**src/rtl/sd_cmd_ctrl_fsm_if.sv**
```systemverilog
// Host-side and shift-register-side signal bundle for the SD CMD sequencing controller.
// Carries out_end_bit_error only when SD_CMD_END_BIT_CHECK_EN is defined.
interface sd_cmd_ctrl_fsm_if;
    logic       in_cmd_start;
    logic [1:0] in_response_type;
    logic       in_serial_cmd;
    logic       in_cmd_receive_crc_error;
    logic [2:0] out_current_state;
    logic [5:0] out_has_send_bit;
    logic [7:0] out_has_receive_bit;
    logic       out_long_response;
    logic       out_cmd_busy;
    logic       out_cmd_done;
    logic       out_timeout_error;
    logic       out_crc_error;
`ifdef SD_CMD_END_BIT_CHECK_EN
    logic       out_end_bit_error;
`endif

    modport master (
`ifdef SD_CMD_END_BIT_CHECK_EN
        input  out_end_bit_error,
`endif
        output in_cmd_start,
        output in_response_type,
        output in_serial_cmd,
        output in_cmd_receive_crc_error,
        input  out_current_state,
        input  out_has_send_bit,
        input  out_has_receive_bit,
        input  out_long_response,
        input  out_cmd_busy,
        input  out_cmd_done,
        input  out_timeout_error,
        input  out_crc_error
    );

    modport slave (
`ifdef SD_CMD_END_BIT_CHECK_EN
        output out_end_bit_error,
`endif
        input  in_cmd_start,
        input  in_response_type,
        input  in_serial_cmd,
        input  in_cmd_receive_crc_error,
        output out_current_state,
        output out_has_send_bit,
        output out_has_receive_bit,
        output out_long_response,
        output out_cmd_busy,
        output out_cmd_done,
        output out_timeout_error,
        output out_crc_error
    );
endinterface

```
**src/rtl/sd_cmd_ctrl_fsm.sv**
```systemverilog
// SD CMD line sequencer: SEND -> WAIT (Ncr) -> RECEIVE -> FINISH (Ncc), with done/timeout/CRC status.
// Optional end-bit check enabled by defining SD_CMD_END_BIT_CHECK_EN.
module sd_cmd_ctrl_fsm #(
    parameter int unsigned RESP_TIMEOUT = 64,
    parameter int unsigned NCC_CYCLES   = 8,
    parameter int unsigned CMD_BITS     = 48
) (
    input  logic               in_sd_clk,
    input  logic               hrst,
    input  logic               in_soft_reset,
    sd_cmd_ctrl_fsm_if.slave   sd
);
    localparam int unsigned SEND_W = 6;
    localparam int unsigned RECV_W = 8;
    localparam int unsigned WAIT_W = 8;
    localparam int unsigned NCC_W  = 4;

    localparam logic [SEND_W-1:0] SEND_LAST       = SEND_W'(CMD_BITS - 1);
    localparam logic [WAIT_W-1:0] WAIT_LAST       = WAIT_W'(RESP_TIMEOUT - 1);
    localparam logic [NCC_W-1:0]  NCC_LAST        = NCC_W'(NCC_CYCLES - 1);
    localparam logic [RECV_W-1:0] RECV_SHORT_LAST = RECV_W'(46);
    localparam logic [RECV_W-1:0] RECV_LONG_LAST  = RECV_W'(134);

    typedef enum logic [2:0] {
        ST_IDLE    = 3'd0,
        ST_SEND    = 3'd1,
        ST_WAIT    = 3'd2,
        ST_RECEIVE = 3'd3,
        ST_FINISH  = 3'd4
    } state_t;

    state_t             state_q, state_d;
    logic [SEND_W-1:0]  send_cnt_q, send_cnt_d;
    logic [RECV_W-1:0]  recv_cnt_q, recv_cnt_d;
    logic [WAIT_W-1:0]  wait_cnt_q, wait_cnt_d;
    logic [NCC_W-1:0]   ncc_cnt_q, ncc_cnt_d;
    logic [1:0]         resp_type_q, resp_type_d;
    logic               long_q, long_d;
    logic               busy_q, busy_d;
    logic               done_q, done_d;
    logic               timeout_q, timeout_d;
    logic               crc_q, crc_d;
    logic               end_bit_q, end_bit_d;
    logic               sync_rst;
    logic               has_resp;
    logic [RECV_W-1:0]  recv_last;

    assign sync_rst  = hrst | ~in_soft_reset;
    assign has_resp  = (resp_type_q != 2'b00);
    assign recv_last = long_q ? RECV_LONG_LAST : RECV_SHORT_LAST;

    // State, counters and registered outputs.
    always_ff @(posedge in_sd_clk) begin
        if (sync_rst) begin
            state_q     <= ST_IDLE;
            send_cnt_q  <= '0;
            recv_cnt_q  <= '0;
            wait_cnt_q  <= '0;
            ncc_cnt_q   <= '0;
            resp_type_q <= '0;
            long_q      <= 1'b0;
            busy_q      <= 1'b0;
            done_q      <= 1'b0;
            timeout_q   <= 1'b0;
            crc_q       <= 1'b0;
            end_bit_q   <= 1'b0;
        end else begin
            state_q     <= state_d;
            send_cnt_q  <= send_cnt_d;
            recv_cnt_q  <= recv_cnt_d;
            wait_cnt_q  <= wait_cnt_d;
            ncc_cnt_q   <= ncc_cnt_d;
            resp_type_q <= resp_type_d;
            long_q      <= long_d;
            busy_q      <= busy_d;
            done_q      <= done_d;
            timeout_q   <= timeout_d;
            crc_q       <= crc_d;
            end_bit_q   <= end_bit_d;
        end
    end

    // Next-state and next-output logic; each counter is zeroed on entry to its own state.
    always_comb begin
        state_d     = state_q;
        send_cnt_d  = send_cnt_q;
        recv_cnt_d  = recv_cnt_q;
        wait_cnt_d  = wait_cnt_q;
        ncc_cnt_d   = ncc_cnt_q;
        resp_type_d = resp_type_q;
        long_d      = long_q;
        done_d      = 1'b0;
        timeout_d   = timeout_q;
        crc_d       = crc_q;
        end_bit_d   = end_bit_q;

        case (state_q)
            ST_IDLE: begin
                if (sd.in_cmd_start) begin
                    state_d     = ST_SEND;
                    resp_type_d = sd.in_response_type;
                    long_d      = (sd.in_response_type == 2'b10);
                    send_cnt_d  = '0;
                    timeout_d   = 1'b0;
                    crc_d       = 1'b0;
                    end_bit_d   = 1'b0;
                end
            end
            ST_SEND: begin
                if (send_cnt_q == SEND_LAST) begin
                    if (has_resp) begin
                        state_d    = ST_WAIT;
                        wait_cnt_d = '0;
                    end else begin
                        state_d   = ST_FINISH;
                        ncc_cnt_d = '0;
                    end
                end else begin
                    send_cnt_d = send_cnt_q + SEND_W'(1);
                end
            end
            ST_WAIT: begin
                // A start bit on the limit cycle takes priority over the timeout.
                if (!sd.in_serial_cmd) begin
                    state_d    = ST_RECEIVE;
                    recv_cnt_d = '0;
                end else if (wait_cnt_q == WAIT_LAST) begin
                    state_d   = ST_FINISH;
                    ncc_cnt_d = '0;
                    timeout_d = 1'b1;
                end else begin
                    wait_cnt_d = wait_cnt_q + WAIT_W'(1);
                end
            end
            ST_RECEIVE: begin
                if (recv_cnt_q == recv_last) begin
                    state_d   = ST_FINISH;
                    ncc_cnt_d = '0;
                    if (!sd.in_serial_cmd) begin
                        end_bit_d = 1'b1;
                    end
                end else begin
                    recv_cnt_d = recv_cnt_q + RECV_W'(1);
                end
            end
            ST_FINISH: begin
                // Receive block's CRC compare is valid on the first Ncc cycle.
                if ((ncc_cnt_q == '0) && has_resp && !timeout_q) begin
                    crc_d = sd.in_cmd_receive_crc_error;
                end
                if (ncc_cnt_q == NCC_LAST) begin
                    state_d = ST_IDLE;
                    done_d  = 1'b1;
                end else begin
                    ncc_cnt_d = ncc_cnt_q + NCC_W'(1);
                end
            end
            default: begin
                state_d = ST_IDLE;
            end
        endcase

        busy_d = (state_d != ST_IDLE);
    end

    assign sd.out_current_state   = state_q;
    assign sd.out_has_send_bit    = send_cnt_q;
    assign sd.out_has_receive_bit = recv_cnt_q;
    assign sd.out_long_response   = long_q;
    assign sd.out_cmd_busy        = busy_q;
    assign sd.out_cmd_done        = done_q;
    assign sd.out_timeout_error   = timeout_q;
    assign sd.out_crc_error       = crc_q;

`ifdef SD_CMD_END_BIT_CHECK_EN
    assign sd.out_end_bit_error   = end_bit_q;
`else
    logic unused_end_bit;
    assign unused_end_bit = end_bit_q;
`endif

endmodule
```
**src/flat_wrapper.sv**
```systemverilog
// flat-port wrapper written by rule: the top's interface ports become plain ports
module sd_cmd_ctrl_fsm_flat 
#(
    parameter int unsigned RESP_TIMEOUT = 64,
    parameter int unsigned NCC_CYCLES   = 8,
    parameter int unsigned CMD_BITS     = 48
)
  (in_sd_clk, hrst, in_soft_reset, sd_in_cmd_start, sd_in_response_type, sd_in_serial_cmd, sd_in_cmd_receive_crc_error, sd_out_current_state, sd_out_has_send_bit, sd_out_has_receive_bit, sd_out_long_response, sd_out_cmd_busy, sd_out_cmd_done, sd_out_timeout_error, sd_out_crc_error);
  sd_cmd_ctrl_fsm_if sd_i ();
  input  logic in_sd_clk;
  input  logic hrst;
  input  logic in_soft_reset;
  input wire logic [$bits(sd_i.in_cmd_start)-1:0] sd_in_cmd_start;
  input wire logic [$bits(sd_i.in_response_type)-1:0] sd_in_response_type;
  input wire logic [$bits(sd_i.in_serial_cmd)-1:0] sd_in_serial_cmd;
  input wire logic [$bits(sd_i.in_cmd_receive_crc_error)-1:0] sd_in_cmd_receive_crc_error;
  output wire logic [$bits(sd_i.out_current_state)-1:0] sd_out_current_state;
  output wire logic [$bits(sd_i.out_has_send_bit)-1:0] sd_out_has_send_bit;
  output wire logic [$bits(sd_i.out_has_receive_bit)-1:0] sd_out_has_receive_bit;
  output wire logic [$bits(sd_i.out_long_response)-1:0] sd_out_long_response;
  output wire logic [$bits(sd_i.out_cmd_busy)-1:0] sd_out_cmd_busy;
  output wire logic [$bits(sd_i.out_cmd_done)-1:0] sd_out_cmd_done;
  output wire logic [$bits(sd_i.out_timeout_error)-1:0] sd_out_timeout_error;
  output wire logic [$bits(sd_i.out_crc_error)-1:0] sd_out_crc_error;
  assign sd_i.in_cmd_start = sd_in_cmd_start;
  assign sd_i.in_response_type = sd_in_response_type;
  assign sd_i.in_serial_cmd = sd_in_serial_cmd;
  assign sd_i.in_cmd_receive_crc_error = sd_in_cmd_receive_crc_error;
  assign sd_out_current_state = sd_i.out_current_state;
  assign sd_out_has_send_bit = sd_i.out_has_send_bit;
  assign sd_out_has_receive_bit = sd_i.out_has_receive_bit;
  assign sd_out_long_response = sd_i.out_long_response;
  assign sd_out_cmd_busy = sd_i.out_cmd_busy;
  assign sd_out_cmd_done = sd_i.out_cmd_done;
  assign sd_out_timeout_error = sd_i.out_timeout_error;
  assign sd_out_crc_error = sd_i.out_crc_error;
  sd_cmd_ctrl_fsm #(.RESP_TIMEOUT(RESP_TIMEOUT), .NCC_CYCLES(NCC_CYCLES), .CMD_BITS(CMD_BITS)) u_core (.in_sd_clk(in_sd_clk), .hrst(hrst), .in_soft_reset(in_soft_reset), .sd(sd_i));
endmodule
```
**config.mk**
```make
export PLATFORM = sky130hd
export DESIGN_NAME = sd_cmd_ctrl_fsm_flat
export DESIGN_NICKNAME = d
export VERILOG_FILES = /design/src/rtl/sd_cmd_ctrl_fsm_if.sv /design/src/rtl/sd_cmd_ctrl_fsm.sv /design/src/flat_wrapper.sv
export SDC_FILE = /design/constraint.sdc
export NUM_CORES = 1
export LEC_CHECK = 0
export BUFFER_PORTS_ARGS = -buffer_cell sky130_fd_sc_hd__buf_2
export CAP_MARGIN = 10
export CORE_MARGIN = 1.5
export CORE_UTILIZATION = 30
export CTS_CLUSTER_DIAMETER = 50
export DETAILED_ROUTE_END_ITERATION = 10
export GPL_TIMING_DRIVEN = 1
export HOLD_SLACK_MARGIN = 0.03
export SETUP_SLACK_MARGIN = 0.05
export SLEW_MARGIN = 20
export SYNTH_ARGS = -nofsm -noshare
export SYNTH_HDL_FRONTEND = slang
export SYNTH_SLANG_ARGS = --single-unit
```
**constraint.sdc**
```tcl
create_clock -name in_sd_clk -period 2.65 [get_ports in_sd_clk]
set_input_delay 0.3975 -clock in_sd_clk [delete_from_list [all_inputs] [get_ports in_sd_clk]]
set_output_delay 0.3975 -clock in_sd_clk [all_outputs]
set_load 0.05 [all_outputs]
```
==> results of run 1 <==
worst paths after layout:
path | from | to | cells after the start
setup reg to reg | u_core.sd.out_has_receive_bit[0] | u_core.sd.out_has_receive_bit[7] | 7
hold / removal | sd_in_response_type[1] | u_core.resp_type_q[1] | 3
setup / recovery | u_core.sd.out_has_receive_bit[0] | u_core.sd.out_has_receive_bit[7] | 7
hold reg to reg | u_core.wait_cnt_q[7] | u_core.wait_cnt_q[7] | 2
critical path: stages (launching register included):
cell	delay (ns)
dfxtp_1	0.41
inv_1	0.07
ha_1	0.19
nor4bb_1	0.15
o211ai_1	0.18
nand3_1	0.24
or4_1	0.55
a21oi_1	0.17
layout by cell type (no fill, tap or decap), types with 4 or more instances in the layout:
| cell type | instances |
|---|---|
| xor2_1 | 8 |
| and3_1 | 4 |
| xnor2_1 | 4 |
| a21oi_1 | 16 |
| dfxtp_1 | 36 |
| buf_2 | 29 |
| ha_1 | 6 |
| inv_1 | 5 |
| clkbuf_8 | 5 |
| o211ai_1 | 8 |
| and2_1 | 5 |
| nand2_1 | 16 |
| nor2_1 | 32 |
| o21ai_0 | 7 |
| nand3_1 | 10 |
| nor3_1 | 4 |
area by class of cell:
class                   instances  area, sq um  share of cell area, %
clock inverters                 3         90.1                   4.07
clock buffers                   5         68.8                   3.11
repair buffers                 31          160                   7.24
flip-flops and latches         36          721                   32.6
multi-input cells             170         1060                   47.9
well taps                      75         93.8                   4.24
inverters                       5         18.8                  0.849
power by group:
| part | switching [W] | internal [W] |
|---|---|---|
| registers | 0.00000346 | 0.000544 |
| clock network | 0.000210 | 0.000471 |
| logic | 0.0000344 | 0.0000150 |
| total | 0.000248 | 0.00103 |
kinds of logic after synthesis:
group / after synthesis / synth area share [%]
DFF: 36 / 39.4
and+or+nand+nor: 99 / 28.6
muxes: 2 / 1.09
xor gates and xnor gates: 12 / 5.74
adders and majority gates: 6 / 4.10
AOI/OAI and AO/OA: 51 / 18.3
buffers and inverters: 12 / 2.80
layer usage:
layer | share of wire (%) | track usage [%]
met1 | 50 | 18.3
met2 | 45 | 21.4
met3 | 4.0 | 4.04
met4 | 1.2 | 4.66
met5 | 0 | 0
registers in the layout (all words and copies together) (netlist names):
signal / flops
u_core.sd.out_current_state: 3
u_core.sd.out_cmd_done: 1
u_core.ncc_cnt_q: 4
u_core.sd.out_crc_error: 1
u_core.sd.out_timeout_error: 1
u_core.sd.out_long_response: 1
u_core.resp_type_q: 2
u_core.sd.out_has_send_bit: 6
u_core.sd.out_has_receive_bit: 8
u_core.wait_cnt_q: 8
u_core.sd.out_cmd_busy: 1
through the flow:
| stage | total power, W | cell area, sq um | util [%] | worst slack [ns] |
|---|---|---|---|---|
| 2_1_floorplan | 0.000593 | 1830 | - | 0.410 |
| 3_3_place_gp | 0.000610 | 2050 | 34.7 | 0.680 |
| 3_5_place_dp | 0.000609 | 2050 | 34.7 | 0.642 |
| 4_1_cts | 0.00129 | 2210 | 37.3 | 0.624 |
| 5_1_grt | 0.00132 | 2210 | 37.3 | 0.479 |
| 6_report | 0.00128 | 2210 | 37.3 | 0.609 |
==> impl_metrics.toml, run 1 <==
[outcome]
outcome = "completed"

[detailed_routing]
first_pass_iters = 4
vias = 1617
drtIter0Drc = 123
wl_per_cell_um = 12.6
antenna_left = 0
vias_per_cell = 4.98
routed_wl_mm = 4.10
drc = 0

[yosys]
syn-cell-area_sq_mm = 0.00183
synth_top_flop_cell = "dfxtp_1"
yosys.area.top_type = "dfxtp_1"
syn_avg_cell_area_sq_um = 8.40
yosysTopAreaCellShare_pct = 39.4
yosysSeqAreaShare_pct = 39.4
synthTopCellsByArea = "dfxtp_1 39%, nor2_1 6.6%, a21oi_1 4.4%"
yosys.cell_count.top_type = "dfxtp_1"
synthesis.instances = 218
ys_ff_latch = 36
synthArstFlopShare_pct = 0
synth.distinct_cells = 49
synthesis.nets = 232
synthTopCellsByCount = "36 x dfxtp_1, 32 x nor2_1, 16 x a21oi_1, 16 x nand2_1, 10 x nand3_1"
synth_edf_count = 0
synth_warnings = 0

[clocking]
clk_latency_ns = 0.29
cts_buffers = 5
holdBufCountCts = 0
clock-root-buffer = "clkbuf_8"
clk_path_buf_depth = 2
cts_tree = "yes"
cts_sinks = 36
cts_resized = 0
clkTransAtPathRegs_ns = 0.08
cts_setup_buffers = 0
h-tree-depth = 2

[grt]
antenna_found_initial = 0
track_usage_pct = 13.8
gr-total-overflow = 0
grt_pass1_wl_mm = 7.00
grt_max_degree = 17
grt_pass1_vias = 1507

[power]
irDropWorstVdd_uv = 242
powerDensity_mw_per_mm2 = 578
p_leak_nw = 0.830

[worst_setup_path]
worst-path-max-fanout = 6
rrSetupSlack_ns = 0.61
cp.required_ns = 2.87
crit_type = "register to register"
start_kind = "register"
cp-end-kind = "register"
cp_data_arrival_time_ns = 2.26

[timing]
slew_headroom_pct = 49.4
fmax_mhz = 490
post-route-period-util_pct = 77.0
finalSetupViolCount = 0
worst_pin_slew_ns = 0.751
finalHoldViolations = 0
hold_slack_ns = 0.344
skew_ns = 0.00414
finalCriticalPeriod_ns = 2.04
rsz0062_at_grt = "no"
report.final.slew_viol_count = 0
setup_tns_ns = 0

[flow_run]
cap_viol_max_count = 0

[final_layout]
fillers = 620
area_growth_pct = 20.8
layout-drive-gt1-share_pct = 18.8
layout.nets = 263
stdcell_count = 325
num_antenna_cells = 0

[place]
dp.cells = 317
port_buffers = 29
place_congestion = 0.843
dp_hpwl_mm = 3.01

[hold_path]
hold_class = "input port to register"

[floorplanning]
die_y_um = 81.1
ios = 30
core_sq_mm = 0.00592
die_area_sq_mm = 0.00658
std_cell_rows = 28
start_util_pct = 30.9
die_w_um = 81.1
(Power assumes the default switching activity.)
==> run 2, diff against run 1 <==
Settings changed: ABC_AREA from default to 1.
Clock period 2.65 ns to 2.1 ns, I/O delays scaled along.
==> impl_metrics.toml, run 2 <==
[worst_setup_path]
path_buf_inv = 1
critPathMaxStageDelay_ns = 0.42
path_delay_family = "simple AND/OR/NAND/NOR gates"
cp_data_arrival_time_ns = 1.81
slowest_stage = "dfxtp_1"
start_kind = "register"
worst-path-max-fanout = 10
crit_type = "register to register"
cp.required_ns = 2.29
cp-end-kind = "register"
crit_chain = "ha_1 > nand3_2 > nor2_4 > nand2_2 > nand2_4 > nand2_4 > inv_2 > nand3_1 > nor2_1 > nor2_1"

[grt]
track_usage_pct = 13.8
antenna_found_initial = 0
gr-total-overflow = 0
grt_pass1_vias = 1812
grt_max_degree = 15
grt_pass1_wl_mm = 8.09

[timing]
slew_headroom_pct = 76.0
finalSetupViolCount = 0
post-route-period-util_pct = 77.0
fmax_mhz = 618
finalCriticalPeriod_ns = 1.62
rsz0062_at_grt = "no"
skew_ns = 0.0123
finalHoldViolations = 0
worst_pin_slew_ns = 0.360
setup_tns_ns = 0
report.final.slew_viol_count = 0

[yosys]
synth_warnings = 0
synthArstFlopShare_pct = 0
synthesis.instances = 302
yosys.cell_count.top_type = "nand2_1"
ys_ff_latch = 36
synthTopCellsByArea = "dfxtp_1 35%, nand2_1 12%, nor2_1 8.1%"
synthesis.nets = 316
yosysTopAreaCellShare_pct = 35.4
synth.distinct_cells = 27
synth_edf_count = 0
synthTopCellsByCount = "67 x nand2_1, 44 x nor2_1, 36 x dfxtp_1, 33 x inv_1"
yosys.area.top_type = "dfxtp_1"
syn-cell-area_sq_mm = 0.00204
yosysSeqAreaShare_pct = 35.4
syn_avg_cell_area_sq_um = 6.74
synth_top_flop_cell = "dfxtp_1"

[clocking]
cts_setup_buffers = 0
cts_sinks = 36
cts_resized = 0
h-tree-depth = 2
clk_latency_ns = 0.30
clk_path_buf_depth = 2
clkTransAtPathRegs_ns = 0.08
holdBufCountCts = 0
cts_buffers = 5
cts_tree = "yes"
clock-root-buffer = "clkbuf_8"

[power]
clkPwrFrac_pct = 39.6
switchingPower_w = 0.000330
p_sw_share_pct = 26.0
combPwrFrac_pct = 5.9
power.internal_w = 0.000939
powerDensity_mw_per_mm2 = 536
seqPwrFrac_pct = 54.4
p_leak_nw = 1.02
irDropWorstVdd_uv = 336

[detailed_routing]
vias_per_cell = 4.68
first_pass_iters = 7
vias = 1943
antenna_left = 0
drtIter0Drc = 51
wl_per_cell_um = 11.3
drc = 5
routed_wl_mm = 4.70

[outcome]
outcome = "complete, but fails checks"
violations = "design-rule violations"

[floorplanning]
die_y_um = 85.4
std_cell_rows = 29
die_w_um = 85.4
start_util_pct = 31.5
ios = 30
die_area_sq_mm = 0.00729
core_sq_mm = 0.00646

[final_layout]
fillers = 707
num_antenna_cells = 0
multi_input_area_sq_mm = 0.00115
layout-drive-gt1-share_pct = 21.3
layout.nets = 351
area_growth_pct = 16.3
final_common_cell = "nand2_1"
register_area_sq_um = 721
mostFrequentLayoutCells = "67 x nand2_1, 44 x nor2_1, 36 x dfxtp_1, 33 x inv_1, 29 x buf_2"
fin_util_pct = 36.7

[hold_path]
hold_class = "input port to register"

[flow_run]
cap_viol_max_count = 0

[place]
place_congestion = 0.775
dp_hpwl_mm = 3.60
port_buffers = 29
-- run 2: cell count changes in the layout (fill, tap and decap cells not counted), sizes merged, moves of 4 or more --
cell / change
nor2: +19
nand2: +60
a21oi: +8
and3: -4
nand3: +19
o211ai: -8
o21ai: +4
inv: +37
and2: -6
-- run 2: through the flow --
step	total power, W	cell area [sq um]	instances	hold slack, ns	setup WS [ns]
4_1_cts	0.00129	2370	415	0.246	0.482
5_1_grt	0.00133	2370	415	0.250	0.328
3_3_place_gp	0.000783	2280	407	0.459	0.539
6_report	0.00127	2370	415	0.254	0.482
2_1_floorplan	0.000757	2040	302	0.421	0.238
3_5_place_dp	0.000783	2280	407	0.465	0.500
-- run 2: worst paths after layout --
check,start,end,slack [ns],depth (start not counted)
max,u_core.sd.out_has_send_bit[0],u_core.wait_cnt_q[4],0.48,10
min reg2reg,u_core.resp_type_q[1],u_core.resp_type_q[1],0.48,2
min,sd_in_cmd_receive_crc_error,u_core.sd.out_crc_error,0.25,3
max reg2reg,u_core.sd.out_has_send_bit[0],u_core.wait_cnt_q[4],0.48,10
-- run 2: power groups by stage --
| stage | Sequential (W) | Clock [W] | Combinational, W |
|---|---|---|---|
| after global placement | 0.000707 | 0 | 0.0000756 |
| after global routing | 0.000692 | 0.000551 | 0.0000823 |
| after floorplan | 0.000718 | 0 | 0.0000393 |
| final | 0.000691 | 0.000503 | 0.0000752 |
| after CTS | 0.000691 | 0.000523 | 0.0000760 |
| after detailed placement | 0.000707 | 0 | 0.0000762 |
-- run 2: logic make-up (layout without fill, tap and decap cells) --
logic type | after synthesis | after routing | synth area share (%)
flops | 36 | 36 | 35.4
xor+xnor | 6 | 6 | 2.58
simple gates | 170 | 170 | 40.0
compound gates | 39 | 39 | 10.0
buf+inv | 45 | 81 | 8.29
fa+ha+maj | 6 | 6 | 3.69
-- run 2: tightest hold or removal path, cell delays in order --
cell and delay (ns):
buf_2 0.07, a21oi_1 0.05, nor2_1 0.07
-- run 2: final cells by class --
| cell class | instances | share of cell area, % |
|---|---|---|
| multi-input cells | 221 | 48.4 |
| flip-flops and latches | 36 | 30.4 |
| repair buffers | 31 | 6.76 |
| inverters | 42 | 6.65 |
| well taps | 77 | 4.07 |
| clock buffers | 5 | 2.90 |
| clock inverters | 3 | 0.792 |
-- run 2: routing by layer --
metal	vias to the layer above	GRT usage (%)	routed length, um
met2	28	22.6	2180
met1	875	17.6	2280
met5	-	0	0
met4	0	5.72	72
li1	1034	-	-
met3	6	2.92	167
